<file path="config.mk">
export PLATFORM = sky130hd
export DESIGN_NAME = seq_det_param
export DESIGN_NICKNAME = d
export VERILOG_FILES = /design/src/rtl/seq_det_param.sv
export SDC_FILE = /design/constraint.sdc
export NUM_CORES = 1
export LEC_CHECK = 0
export BUFFER_PORTS_ARGS = -buffer_cell sky130_fd_sc_hd__buf_4
export CAP_MARGIN = 20
export CELL_PAD_IN_SITES_DETAIL_PLACEMENT = 0
export CELL_PAD_IN_SITES_GLOBAL_PLACEMENT = 1
export CORE_ASPECT_RATIO = 1.5
export CORE_MARGIN = 1.5
export CORE_UTILIZATION = 44
export CTS_CLUSTER_SIZE = 14
export DETAILED_ROUTE_END_ITERATION = 6
export PLACE_DENSITY_LB_ADDON = 0.05
export SLEW_MARGIN = 20
export SYNTH_ARGS = -nofsm -noshare
export SYNTH_HDL_FRONTEND = slang
export SYNTH_SLANG_ARGS = --single-unit
</file>
<file path="constraint.sdc">
create_clock -name clock -period 4.87 [get_ports clock]
set_clock_uncertainty 0.2 [all_clocks]
set_input_delay 0.487 -clock clock [delete_from_list [all_inputs] [get_ports clock]]
set_output_delay 0.487 -clock clock [all_outputs]
set_load 0.03 [all_outputs]
</file>
<file path="src/rtl/seq_det_param.sv">
// ----------------------------------------------------------------------------
// seq_det_param
//
// Parametrised serial sequence detector. Bits arrive MSB-of-pattern first on
// seq_in and are accepted only while seq_valid is high. A one-cycle registered
// pulse on det_o marks each detection. A saturating counter, det_count, counts
// detections. The pattern register can be reloaded at run time through
// pat_load/pat_in.
//
// Parameters
//   PAT_W    pattern length in bits (>= 2)
//   PATTERN  reset value of the pattern register (MSB is expected first)
//   CNT_W    width of the detection counter
//
// Ports
//   clock        in   system clock, rising edge
//   reset        in   asynchronous active-low reset
//   seq_in       in   serial data bit
//   seq_valid    in   seq_in is sampled only when high
//   overlap      in   1 = overlapping detection, 0 = non-overlapping
//   pat_load     in   load pat_in into the pattern register (wins over data)
//   pat_in       in   new pattern value [PAT_W]
//   clear_count  in   synchronous clear of det_count (wins over increment)
//   det_o        out  registered one-cycle detect pulse
//   det_count    out  saturating detection count [CNT_W]
// ----------------------------------------------------------------------------
module seq_det_param #(
  parameter int unsigned         PAT_W   = 4,
  parameter logic [PAT_W-1:0]    PATTERN = 4'b1011,
  parameter int unsigned         CNT_W   = 8
) (
  input  logic             clock,
  input  logic             reset,
  input  logic             seq_in,
  input  logic             seq_valid,
  input  logic             overlap,
  input  logic             pat_load,
  input  logic [PAT_W-1:0] pat_in,
  input  logic             clear_count,
  output logic             det_o,
  output logic [CNT_W-1:0] det_count
);

  // Fill counter spans 0..PAT_W-1; keep at least one bit for PAT_W = 2.
  localparam int unsigned       FILL_W    = (PAT_W > 2) ? $clog2(PAT_W) : 1;
  localparam logic [FILL_W-1:0] FILL_FULL = FILL_W'(PAT_W - 1);
  localparam logic [FILL_W-1:0] FILL_ONE  = FILL_W'(1);
  localparam logic [CNT_W-1:0]  CNT_MAX   = '1;
  localparam logic [CNT_W-1:0]  CNT_ONE   = CNT_W'(1);

  typedef enum logic [1:0] {
    ST_EMPTY   = 2'd0,
    ST_FILLING = 2'd1,
    ST_ARMED   = 2'd2
  } state_e;

  // --------------------------------------------------------------------------
  // State and datapath registers
  // --------------------------------------------------------------------------
  logic [PAT_W-1:0]  pat_q,   pat_d;
  logic [PAT_W-2:0]  hist_q,  hist_d;
  logic [FILL_W-1:0] fill_q,  fill_d;
  state_e            state_q, state_d;
  logic              det_q,   det_d;
  logic [CNT_W-1:0]  cnt_q,   cnt_d;

  // --------------------------------------------------------------------------
  // Accept / match qualification
  // --------------------------------------------------------------------------
  logic             accept;
  logic [PAT_W-1:0] cand;
  logic             hit;

  // A pattern load takes the whole edge, so the data bit is not accepted.
  assign accept = seq_valid & ~pat_load;

  // Candidate word: accepted history followed by the bit on the line now.
  // Its low PAT_W-1 bits are also the shifted history.
  assign cand = {hist_q, seq_in};

  // Only a fully filled history can form a genuine match; this keeps the
  // all-zero reset history from matching an all-zero pattern early.
  assign hit = accept && (state_q == ST_ARMED) && (cand == pat_q);

  // Map a fill level to its FSM state.
  function automatic state_e state_of(input logic [FILL_W-1:0] fill);
    state_e st;
    if (fill == '0) begin
      st = ST_EMPTY;
    end else if (fill == FILL_FULL) begin
      st = ST_ARMED;
    end else begin
      st = ST_FILLING;
    end
    return st;
  endfunction

  // --------------------------------------------------------------------------
  // Next-state logic for FSM and datapath
  // --------------------------------------------------------------------------
  always_comb begin
    pat_d   = pat_q;
    hist_d  = hist_q;
    fill_d  = fill_q;
    state_d = state_q;
    det_d   = 1'b0;

    if (pat_load) begin
      // New pattern: drop all partial progress.
      pat_d   = pat_in;
      hist_d  = '0;
      fill_d  = '0;
      state_d = ST_EMPTY;
    end else if (accept) begin
      if (hit) begin
        det_d = 1'b1;
        if (overlap) begin
          // Keep the tail of the matched word; fill is already full.
          hist_d  = cand[PAT_W-2:0];
          fill_d  = FILL_FULL;
          state_d = ST_ARMED;
        end else begin
          // No bit of the matched word may contribute to the next one.
          hist_d  = '0;
          fill_d  = '0;
          state_d = ST_EMPTY;
        end
      end else begin
        hist_d = cand[PAT_W-2:0];
        if (fill_q != FILL_FULL) begin
          fill_d = fill_q + FILL_ONE;
        end
        state_d = state_of(fill_d);
      end
    end
  end

  // Counter: clear has priority over a same-edge detection, then saturate.
  always_comb begin
    cnt_d = cnt_q;
    if (clear_count) begin
      cnt_d = '0;
    end else if (hit && (cnt_q != CNT_MAX)) begin
      cnt_d = cnt_q + CNT_ONE;
    end
  end

  // --------------------------------------------------------------------------
  // Registers
  // --------------------------------------------------------------------------
  always_ff @(posedge clock or negedge reset) begin
    if (!reset) begin
      pat_q   <= PATTERN;
      hist_q  <= '0;
      fill_q  <= '0;
      state_q <= ST_EMPTY;
      det_q   <= 1'b0;
      cnt_q   <= '0;
    end else begin
      pat_q   <= pat_d;
      hist_q  <= hist_d;
      fill_q  <= fill_d;
      state_q <= state_d;
      det_q   <= det_d;
      cnt_q   <= cnt_d;
    end
  end

  assign det_o     = det_q;
  assign det_count = cnt_q;

endmodule
</file>
==> results.md <==
- Status: finished clean
- Commonest non-fill, non-tap cell in the layout: buf_4
- Worst-path clk slew: ~0.12 ns
- Synth Instances: 104
- CP max FO: 17
- Yosys reg bits: 20
- Syn Area/Cell: 10.12 um^2
- CP Class: flop to flop
- Unrepaired setup endpoints after global routing: false
- Deepest clock path buffer count: 2
- Top Ports: 20
- Worst R2R Start: pat_q[3]
- Peak Freq: 0.4389 GHz
- Largest net degree at the start of global routing: 21
- Vias/cell: 5.626
- TNS Setup: 0 ns
- Antenna Diode Count: 0
- Seq/Total Area, Yosys: 0.4792
- GPL Wtd Cong: 0.7932
- Resized Gates After CTS: 0
- CP endpoint kind: flop
- Fill cells: 227
- Commonest non-fill, non-tap cells in the layout: buf_4, dfrtp_1, nor2_1
- Crit path arrival time: 2.24 ns
- Fin crit period: 2.278 ns
- Sink Count: 20
- Root buf cell: clkbuf_4
- Total congestion overflow: 0
- Core area: 2260 um^2
- Via count: 827
- Min-Delay Endpoint: pat_q[2]
- Ratio of cells with drive above 1 in the final layout: 0.2984
- PD cells: 255.3 nW/um^2
- R2R Setup Slk: 2.59 ns
- CP Launch Type: flop
- Drt pass-1 iters: 4
- Synth Warn #: 0
- Worst slew pin tran: between 0.6 and 0.7 ns
- Final Hold Vio Count: 0
- # port buffers: 19
- Syn nets: 117
- Hold_sp: pat_in[2]
- Mapped cell area: approximately 1100 um^2
- Max cap viols: 0
- Vias in the first global route: ~790
- Die Area: 2700 um^2
- Period utilization: 0.4678
- Req. time, crit path: 4.84 ns
- Die Span Y: 62.90 um
- Post-DRT Antenna Nets: 0
- Starting Density: 0.4657
- Routed wire per std cell: 13.94 um
- Nets: 138
- Slew Viols, Final: 0
- Skew-Pair Late Insertion Delay: 0.30 ns
- Number of antenna violations at the first check in global routing: 0
- First-pass GRT wire length: 3532 um
- Setup Viol. Count Final: 0
- Max VDD drop: roughly 0.16 mV
- FF-to-FF path depth: 4
- Hpwl dp: 1495 um
- Drt drc: 0
- Min-delay worst type: primary input to flop
- CTS Buf Count: 3
- Horiz. Die Dim: around 43 um
- Slew headroom: 0.5717
- Area Growth Syn to Fin: 17.48%
- Synth cell types: 29
- FP Rows: 21
- Hold depth: 2
- TritonCTS clock tree: yes
- H-tree lvl count: 1
- All-layer global routing usage: 0.1677
- Final WL: approximately 2000 um
- Static Leak: 0.0005393 uW
- Initial DRC count: 18
- FF-to-FF End: hist_q[0]
- Overall power: 315.7 uW
final cells by class:
cell class,count,area (um^2),share of cell area
clock buffer,4,36.28,0.02935
inverter,5,18.77,0.01518
multi-input combinational,75,495.5,0.4008
sequential,20,504.2,0.4079
tap,23,28.78,0.02328
timing repair buffer,20,152.6,0.1235
state kept, by name, summed over array words and instances (netlist names):
signal / flops
hist_q: 3
det_count: 8
fill_q: 2
state_q: 2
pat_q: 4
det_o: 1
cell families (layout without fill, tap and decap cells):
kind of cell / Yosys count / after routing / share of synthesized area
AOI/OAI and AO/OA: 21 / 21 / 0.1355
xor gates and xnor gates: 4 / 4 / 0.03329
adders and majority gates: 2 / 2 / 0.02378
buffers and inverters: 9 / 29 / 0.04994
DFF: 20 / 20 / 0.4792
muxes: 6 / 6 / 0.06420
and+or+nand+nor: 42 / 42 / 0.2140
report_power, final:
group	total, uW	switching, uW	internal [uW]	leakage, uW
logic	37.6	20.4	17.2	0.000256
registers	179	4.69	175	0.000263
clock network	98.6	53.0	45.6	0.0000210
total	316	78.1	238	0.000539
Yosys cell counts (all sizes together):
library cell	n	area (um^2)
dfrtp	17	425.4
nor2	10	37.54
nand2	8	30.03
a21oi	7	35.03
mux2	6	67.56
nand3	6	30.03
inv	5	18.77
o21ai	5	25.02
o31ai	4	30.03
or4	4	30.03
xnor2	4	35.03
a2111oi	3	32.53
buf	3	30.03
dfstp	3	78.83
nor3	3	15.01
ha	2	25.02
nand4	2	12.51
nor2b	2	12.51
o211ai	2	20.02
or3	2	15.01
and3	1	6.260
and4	1	8.760
and4bb	1	12.51
clkbuf	1	3.750
nand2b	1	6.260
or2	1	8.760
metrics by stage:
stage	util	cell area [um^2]	hold WS [ns]	std cells	worst slack, ns
final	0.5471	1236	0.2062	147	2.592
after global routing	0.5471	1236	0.1942	147	2.397
after CTS	0.5471	1236	0.1990	147	2.571
after detailed placement	0.5266	1190	0.1841	142	2.511
after global placement	0.5266	1190	0.1839	142	2.526
after floorplan	-	1052	-0.008591	104	2.826
per-layer routing:
| metal | vias to the layer above | track usage | routed length [um] |
|---|---|---|---|
| met5 | - | 0 | 0 |
| met4 | 0 | 0.06818 | 14 |
| met3 | 2 | 0.02023 | 65 |
| met2 | 14 | 0.2860 | 1093 |
| met1 | 395 | 0.2093 | 876 |
| li1 | 416 | - | - |
what timing repair did:
action | CTS | global route
hold buffers | 1 | 0
hold endpoints to repair | 17 | 0
buffers inserted | 0 | 0
worst max path at each step:
stage | from | end | slack [ns] | cells past startpoint
floorplan | det_count[0] | det_count[4] | 2.83 | 6
global placement | seq_in | hist_q[2] | 2.53 | 5
detailed placement | seq_in | hist_q[0] | 2.51 | 5
CTS | pat_q[3] | hist_q[0] | 2.57 | 4
global route | pat_q[3] | hist_q[0] | 2.40 | 4
finish | pat_q[3] | hist_q[0] | 2.59 | 4
worst max-delay path: stages, from the launching register on:
cell	delay, ns
dfstp_2	0.56
xnor2_1	0.11
nand3_1	0.42
nor3_1	0.66
o21ai_0	0.19
(Power assumes the default switching activity.)
